### src/rtl/segway_auth_pkg.sv
// Shared types and constants for the Segway authorization receiver.
package segway_auth_pkg;

    // Parameter defaults: 50 MHz clock at 9600 baud, load-cell thresholds.
    localparam int          BAUD_DIV_DEF     = 5208;
    localparam logic [11:0] MIN_RIDER_WT_DEF = 12'h200;
    localparam logic [11:0] WT_HYST_DEF      = 12'h040;

    // Command bytes from the BLE module.
    localparam logic [7:0] CMD_GO   = 8'h47;  // 'G'
    localparam logic [7:0] CMD_STOP = 8'h53;  // 'S'

    // Authorization state machine.
    typedef enum logic [1:0] {
        OFF,
        PWR1,
        PWR2
    } auth_state_t;

    // UART receiver framing state.
    typedef enum logic [1:0] {
        IDLE,
        START,
        DATA,
        STOP
    } rx_state_t;

endpackage

### src/rtl/segway_auth_rx_uart.sv
// 8N1 UART receiver: synchronizes RX, finds the start edge, samples each bit
// mid-cell and reports either a good byte (rx_rdy) or a framing error.
module auth_uart_rx
    import segway_auth_pkg::*;
#(
    parameter int BAUD_DIV = BAUD_DIV_DEF
) (
    input  logic       clk,
    input  logic       rst,
    input  logic       RX,
    output logic [7:0] rx_data,
    output logic       rx_rdy,
    output logic       frm_err
);

    localparam int               CNT_W     = $clog2(BAUD_DIV + 1);
    localparam logic [CNT_W-1:0] HALF_LAST = CNT_W'(BAUD_DIV / 2 - 1);
    localparam logic [CNT_W-1:0] FULL_LAST = CNT_W'(BAUD_DIV - 1);

    logic             rx_meta, rx_sync, rx_prev;
    logic             start_edge, bit_tick;
    rx_state_t        state, state_nxt;
    logic [CNT_W-1:0] baud_cnt, cnt_nxt;
    logic [2:0]       bit_cnt, bit_nxt;
    logic [7:0]       shift, shift_nxt;
    logic             rdy_nxt, ferr_nxt;

    // Two-flop synchronizer (preset to idle-high) plus a delayed copy for edge detection.
    always_ff @(posedge clk) begin
        // NOTE: sequential state uses non-blocking (<=) so every flop samples pre-edge values.
        if (rst) begin
            rx_meta <= 1'b1;
            rx_sync <= 1'b1;
            rx_prev <= 1'b1;
        end else begin
            rx_meta <= RX;
            rx_sync <= rx_meta;
            rx_prev <= rx_sync;
        end
    end

    assign start_edge = rx_prev & ~rx_sync;
    assign bit_tick   = (baud_cnt == ((state == START) ? HALF_LAST : FULL_LAST));
    assign rx_data    = shift;

    // Next-state and bit-sampling decisions for the frame currently on the line.
    always_comb begin
        // NOTE: defaults first so every path assigns every signal; a missed path would infer a latch.
        state_nxt = state;
        cnt_nxt   = baud_cnt + 1'b1;
        bit_nxt   = bit_cnt;
        shift_nxt = shift;
        rdy_nxt   = 1'b0;
        ferr_nxt  = 1'b0;
        unique case (state)
            IDLE: begin
                cnt_nxt = '0;
                if (start_edge) state_nxt = START;
            end
            START: if (bit_tick) begin
                cnt_nxt   = '0;
                bit_nxt   = '0;
                // A start bit that is high again mid-cell was only a glitch.
                state_nxt = rx_sync ? IDLE : DATA;
            end
            DATA: if (bit_tick) begin
                cnt_nxt   = '0;
                shift_nxt = {rx_sync, shift[7:1]};
                bit_nxt   = bit_cnt + 1'b1;
                if (bit_cnt == 3'd7) state_nxt = STOP;
            end
            STOP: if (bit_tick) begin
                cnt_nxt   = '0;
                state_nxt = IDLE;
                rdy_nxt   = rx_sync;
                ferr_nxt  = ~rx_sync;
            end
            default: state_nxt = IDLE;
        endcase
    end

    // Framing state, counters, shift register and result strobes.
    always_ff @(posedge clk) begin
        if (rst) begin
            state    <= IDLE;
            baud_cnt <= '0;
            bit_cnt  <= '0;
            shift    <= '0;
            rx_rdy   <= 1'b0;
            frm_err  <= 1'b0;
        end else begin
            state    <= state_nxt;
            baud_cnt <= cnt_nxt;
            bit_cnt  <= bit_nxt;
            shift    <= shift_nxt;
            rx_rdy   <= rdy_nxt;
            frm_err  <= ferr_nxt;
        end
    end

endmodule

### src/rtl/segway_auth_rx.sv
// Segway power authorization: decodes 'G'/'S' commands from the BLE UART and
// combines them with a hysteretic rider-present flag from the load cells.
module segway_auth_rx
    import segway_auth_pkg::*;
#(
    parameter int          BAUD_DIV     = BAUD_DIV_DEF,
    parameter logic [11:0] MIN_RIDER_WT = MIN_RIDER_WT_DEF,
    parameter logic [11:0] WT_HYST      = WT_HYST_DEF
) (
    input  logic        clk,
    input  logic        rst,
    input  logic        RX,
    input  logic [11:0] lft_ld,
    input  logic [11:0] rght_ld,
    input  logic        ld_vld,
    output logic        pwr_up,
    output logic        rider_off,
    output logic        cmd_err,
    output logic        frm_err
);

    localparam logic [12:0] ON_THR  = {1'b0, MIN_RIDER_WT};
    localparam logic [12:0] OFF_THR = {1'b0, MIN_RIDER_WT} - {1'b0, WT_HYST};

    logic [7:0]  rx_data;
    logic        rx_rdy;
    logic [12:0] ld_sum;
    logic        is_go, is_stop;
    auth_state_t state, state_nxt;

    auth_uart_rx #(
        .BAUD_DIV (BAUD_DIV)
    ) u_uart_rx (
        .clk     (clk),
        .rst     (rst),
        .RX      (RX),
        .rx_data (rx_data),
        .rx_rdy  (rx_rdy),
        .frm_err (frm_err)
    );

    assign ld_sum  = {1'b0, lft_ld} + {1'b0, rght_ld};
    assign is_go   = rx_rdy && (rx_data == CMD_GO);
    assign is_stop = rx_rdy && (rx_data == CMD_STOP);

    // Rider-present flag with hysteresis, updated only on a valid load sample.
    always_ff @(posedge clk) begin
        if (rst) begin
            rider_off <= 1'b1;
        end else if (ld_vld) begin
            if (ld_sum < OFF_THR)       rider_off <= 1'b1;
            else if (ld_sum >= ON_THR)  rider_off <= 1'b0;
        end
    end

    // Authorization next state; rider_off is the value registered before this cycle.
    always_comb begin
        state_nxt = state;
        unique case (state)
            OFF:  if (is_go) state_nxt = PWR1;
            PWR1: if (is_stop) state_nxt = rider_off ? OFF : PWR2;
            PWR2: begin
                if (rider_off)  state_nxt = OFF;
                else if (is_go) state_nxt = PWR1;
            end
            default: state_nxt = OFF;
        endcase
    end

    // State register, registered authorization and unknown-command pulse.
    always_ff @(posedge clk) begin
        if (rst) begin
            state   <= OFF;
            pwr_up  <= 1'b0;
            cmd_err <= 1'b0;
        end else begin
            state   <= state_nxt;
            pwr_up  <= (state_nxt != OFF);
            cmd_err <= rx_rdy && !is_go && !is_stop;
        end
    end

endmodule

### config.mk
export PLATFORM = sky130hd
export DESIGN_NAME = segway_auth_rx
export DESIGN_NICKNAME = d
export VERILOG_FILES = /design/src/rtl/segway_auth_pkg.sv /design/src/rtl/segway_auth_rx_uart.sv /design/src/rtl/segway_auth_rx.sv
export SDC_FILE = /design/constraint.sdc
export NUM_CORES = 1
export LEC_CHECK = 0
export ABC_AREA = 1
export CAP_MARGIN = 40
export CORE_MARGIN = 5
export CORE_UTILIZATION = 55
export DETAILED_ROUTE_END_ITERATION = 10
export PLACE_DENSITY = 0.8
export SLEW_MARGIN = 25
export SYNTH_ARGS = -nofsm -noshare
export SYNTH_HDL_FRONTEND = slang
export SYNTH_SLANG_ARGS = --single-unit
### constraint.sdc
create_clock -name clk -period 2.37 [get_ports clk]
set_input_delay 0.474 -clock clk [delete_from_list [all_inputs] [get_ports clk]]
set_output_delay 0.474 -clock clk [all_outputs]
set_load 0.01 [all_outputs]
* After elaboration in Yosys (flattened, before gate mapping)
Index checks and enable logic that the tools add are counted.
** Cells by class
- $add $sub $neg :: 3
- Magnitude comparators :: 2
- Equality and inequality tests :: 14
- Muxes and demuxes :: 20
- Bitwise logic cells :: 4
- Reduce and logical (&&, ||, !) cells :: 17
** Operators with widths (number)
- two-way mux 13 bit :: 2
- case mux 13 bit (2 select lines) :: 1
- two-way mux 2 bit :: 10
- == test 8 x 7 -> 1 bit (second input constant) :: 2
- adder 12 x 12 -> 13 bit :: 1
- adder 13 x 1 -> 13 bit (second input constant) :: 1
- == test 13 bit :: 1
- >= comparator 13 x 10 -> 1 bit (second input constant) :: 1
- < comparator 13 x 9 -> 1 bit (second input constant) :: 1
- inequality test 2 x 1 -> 1 bit (second input constant) :: 5
- case mux 2 bit (4 select lines) :: 1
- == test 2 bit (second input constant) :: 3
- two-way mux 3 bit :: 2
- case mux 2 bit (3 select lines) :: 1
- case mux 3 bit (2 select lines) :: 1
- nonzero test 2 bit :: 3
- OR reduction 3 bit :: 2
- AND reduction 5 bit :: 1
- == test 2 x 1 -> 1 bit (second input constant) :: 2
- logical AND 1 bit :: 4
- zero test 2 bit :: 2
- AND reduction 2 bit :: 2
- adder 3 x 1 -> 3 bit (second input constant) :: 1
- == test 3 bit (second input constant) :: 1
- other kinds (5) :: 9
** Storage, ports and cells
- Register bits after elaboration :: 36
- Input port bits :: 28
- Output and inout bits :: 4
- Logic and storage cells :: 73

* Depth between registers and ports, before layout
- Depth in word-level cells :: 6
- Mapped depth :: 15

* By module
A second synthesis with hierarchy kept.
** Unflattened totals
- Cell total of the unflattened synthesis :: 362
- Area, all modules :: 2352.3 µm²
** Modules (own cells, without submodules)
- auth_uart_rx :: instances 1, cells an instance 209, area an instance 1497.7 µm²
- segway_auth_rx :: instances 1, cells an instance 153, area an instance 854.6 µm²

* Worst setup path after synthesis
No wires, ideal clock.
- Path kind :: input-to-reg
- Start point :: input lft_ld[0]
- End point :: register rider_off
- Library setup time :: 0.115 ns
- Arrival time :: 1.701 ns
- Required time :: 2.255 ns
- Slack :: 0.554 ns
- Cell stages on the path :: 14
- Buffers on the path :: 0
- Cells stage by stage :: ha_1 fa_1 nand2_1 nand2_1 nand2_1 nand2_1 nand2_1 nand3_1 nand2_1 nor2_1 nand2_1 nand2_1 nand2_1 nand2_1
** Between the ends
- Word-level cells in the longest chain between the ends :: 4
** RTL lines
- start: declaration :: RTL line segway_auth_rx.sv:13 : input logic [11:0] lft_ld,
- adder 12 x 12 -> 13 bit * :: RTL line segway_auth_rx.sv:42 : assign ld_sum = {1'b0, lft_ld} + {1'b0, rght_ld};
- < comparator 13 x 9 -> 1 bit or >= comparator 13 x 10 -> 1 bit (tied branches) :: RTL line segway_auth_rx.sv:51, segway_auth_rx.sv:52
- nonzero test 2 bit (no source line)
- AND reduction 2 bit (no source line)
- end signal: assignment :: RTL line segway_auth_rx.sv:49 : rider_off <= 1'b1;
- end signal: assignment :: RTL line segway_auth_rx.sv:51 : if (ld_sum < OFF_THR) rider_off <= 1'b1;
- end signal: assignment :: RTL line segway_auth_rx.sv:52 : else if (ld_sum >= ON_THR) rider_off <= 1'b0;
- end: declaration :: RTL line segway_auth_rx.sv:17 : output logic rider_off,
Mark *: on every way between the ends. The rest lies on a longest branch, timed or not.
A chain may end at the register's enable or synchronous reset.

* Worst setup path after layout
Same ends and word-level chain as after synthesis.

==> flow_summary.json <==
{
  "crit_path_start": "lft_ld[0]",
  "ys.warnings.count": 0,
  "cts-root-buf": "clkbuf_8",
  "hold_end": "u_uart_rx.rx_sync$_SDFF_PP1_",
  "synthCells": 347,
  "io_buffers": 31,
  "ios": 32,
  "reg2reg_depth": 7,
  "crit_buf_inv": 1,
  "post_cts_buffers": 0,
  "final_antenna_net_count": 0,
  "num-fill-cells": 353,
  "leakage_nw": 1.252,
  "viasPerCell": 5.136,
  "setup_tns_ns": 0,
  "cp.arrival_ns": 2.33,
  "fin_cells": 433,
  "synthFlopType": "dfxtp_1",
  "clock_skew_ns": 0.008658,
  "drt_iter0_drc": 119,
  "cts-resized-gates": 0,
  "slew_headroom": 0.6472,
  "rows": 23,
  "rrSetupSlack_ns": 0.43,
  "drtPass1Iterations": 4,
  "globalRouteTotalUtil": 0.1847,
  "r2r-end": "u_uart_rx.baud_cnt[5]$_SDFF_PP0_",
  "tightest_slew_ns": 0.5278,
  "insertion_delay_ns": 0.28,
  "cts_hold_buffers": 0,
  "path_clk_slew_ns": 0.07,
  "avgSynthCellArea_um2": 6.804,
  "hold_viol_final": 0,
  "crit_family": "simple AND/OR/NAND/NOR gates",
  "cts_tree": "built",
  "grt_pass1_wl_mm": 8.211,
  "cts_htree_levels": 2,
  "multi_input_area_um2": 1426,
  "dp_hpwl_mm": 3.797,
  "max_stage_delay_ns": 0.41,
  "first_global_vias": 2009,
  "use_met1": 0.2266,
  "clock.fmax_mhz": 475.2,
  "fin_crit_ns": 2.105,
  "crit_path_cell_trace": "clkdlybuf4s50_1 > ha_1 > fa_1 > nand2_1 > nand2_1 > nand2_1 > nand2_1 > nand2_1 > nand2_1 > nand2_1 > nand2_1 > nor2_1 > nand2_1 > nand2_1 > nand2_1 > nand2_1",
  "antenna_found_initial": 0,
  "coreArea_um2": 4086,
  "layout-drive-gt1-share": 0.1044,
  "worst_setup_path_start_kind": "input pin",
  "path_class": "in -> reg",
  "wl_mm": 4.793,
  "grt-busiest-layer": "met2",
  "diodes": 0,
  "mostFrequentLayoutCells": "86 x nand2_1, 46 x nor2_1, 41 x inv_1",
  "final_common_cell": "nand2_1",
  "fin_crit_sh": 0.8880,
  "hold_slack_ns": 0.4131,
  "synth_edf_count": 0,
  "hold_depth": 1,
  "end_kind": "register",
  "power.density_nw_per_um2": 527.4,
  "final_core_util": 0.6865,
  "drv_slew": 0,
  "synth_nets": 395,
  "hp-class": "reg -> reg",
  "grt.met2_usage": 0.3078,
  "vdd_drop_max_mv": 0.5695,
  "post-place-cells": 426,
  "cts_sinks": 36,
  "setup_viol": 0,
  "yosysSeqAreaShare": 0.3052,
  "wl_per_cell_um": 11.07,
  "clk_path_buf_depth": 2,
  "required_ns": 2.59,
  "initial_core_util": 0.5778,
  "status": "completed",
  "ys_types": 38,
  "gp_congestion": 0.8287,
  "crit_fanout": 2,
  "critPathMostFrequentCell": "nand2_1",
  "cp_slowest_cell": "clkdlybuf4s50_1",
  "die_w_um": 75.52,
  "grt_max_degree": 16,
  "die-area_um2": 5703,
  "fin_area_um2": 2805,
  "drv_cap": 0,
  "seq_area_um2": 720.7,
  "layout.nets": 431,
  "routed-via-count": 2224,
  "grt_util_met3": 0.05145,
  "synth-seq-cells": 36,
  "cts_buffers": 5,
  "async_flop_share": 0,
  "hp-start": "u_uart_rx.rx_meta$_SDFF_PP1_",
  "grt_setup_unrepaired": "false",
  "syn_area_um2": 2361,
  "drc_errors": 0,
  "dieHeight_um": 75.52,
  "area_delta_synth_final_pct": 18.81,
  "overflow": 0,
  "dpl_cell_area_um2": 2728
}
[stage by stage]
stage / power (W) / setup slack (ns)
finish: 0.001479 / 0.2655
global placement: 0.001073 / 0.05347
floorplan: 0.0009693 / 0.5540
global route: 0.001585 / 0.1485
detailed placement: 0.001087 / -0.01114
CTS: 0.001493 / 0.2802
[where the power goes]
group,internal (W),switching [W]
Clock,0.000200,0.000202
Combinational,0.000174,0.000252
Sequential,0.000631,0.0000214
[synthesized netlist by cell type, types with 3 or more instances]
cell | n | share of area
nor2_1 | 46 | 0.073
nand2_1 | 86 | 0.14
nand3_2 | 3 | 0.013
ha_1 | 19 | 0.10
nand4_1 | 5 | 0.013
nand3_1 | 25 | 0.053
nor2_2 | 3 | 0.0079
inv_1 | 41 | 0.065
inv_2 | 8 | 0.013
o21ai_1 | 7 | 0.015
nor2_4 | 4 | 0.019
nor3_1 | 9 | 0.019
dfxtp_1 | 36 | 0.31
a21oi_1 | 18 | 0.038
nand2_2 | 3 | 0.0079
o21ai_0 | 3 | 0.0064
xor2_1 | 5 | 0.019
[state kept, by name, indices dropped and copies added, names as in the netlist, named ones only]
signal              flops
u_uart_rx.rx_meta       1
cmd_err                 1
u_uart_rx.state         1
state                   2
u_uart_rx.rx_prev       1
u_uart_rx.rx_data       8
u_uart_rx.bit_cnt       3
u_uart_rx.baud_cnt     13
pwr_up                  1
u_uart_rx.rx_sync       1
u_uart_rx.frm_err       1
u_uart_rx.rx_rdy        1
rider_off               1
[final cells by class]
type                       count  share of cell area
timing repair buffer          33              0.1160
tap                           50             0.02230
clock buffer                   6             0.02587
multi-input combinational    256              0.5085
clock inverter                 1            0.001784
inverter                      51             0.06869
sequential                    36              0.2569
[per-layer routing]
| layer | vias up | routed length [um] |
|---|---|---|
| met1 | 990 | 2175 |
| met5 | - | 0 |
| met4 | 0 | 63 |
| met2 | 47 | 2257 |
| li1 | 1181 | - |
| met3 | 6 | 296 |
[worst register-to-register path, cell delays in order (launching register included)]
cell and delay, ns:
dfxtp_1 0.33, inv_1 0.11, ha_1 0.35, nand3_1 0.12, o31ai_1 0.22, nand4_1 0.15
nand2_1 0.43, nor3b_1 0.10
[cell families after synthesis]
logic type | after synthesis | synth area share
buf+inv | 55 | 0.09062
flops | 36 | 0.3052
xor+xnor | 5 | 0.01855
fa+ha+maj | 20 | 0.1092
simple gates | 195 | 0.3900
compound gates | 36 | 0.08639
[how the worst max path moves through the flow]
stage                                  end  slack [ns]  depth (start not counted)
floorplan           rider_off$_SDFFE_PP1P_        0.55                         14
global placement    rider_off$_SDFFE_PP1P_        0.05                         15
detailed placement  rider_off$_SDFFE_PP1P_       -0.01                         16
CTS                 rider_off$_SDFFE_PP1P_        0.28                         16
global route        rider_off$_SDFFE_PP1P_        0.15                         16
finish              rider_off$_SDFFE_PP1P_        0.27                         16
(Power assumes the default switching activity.)
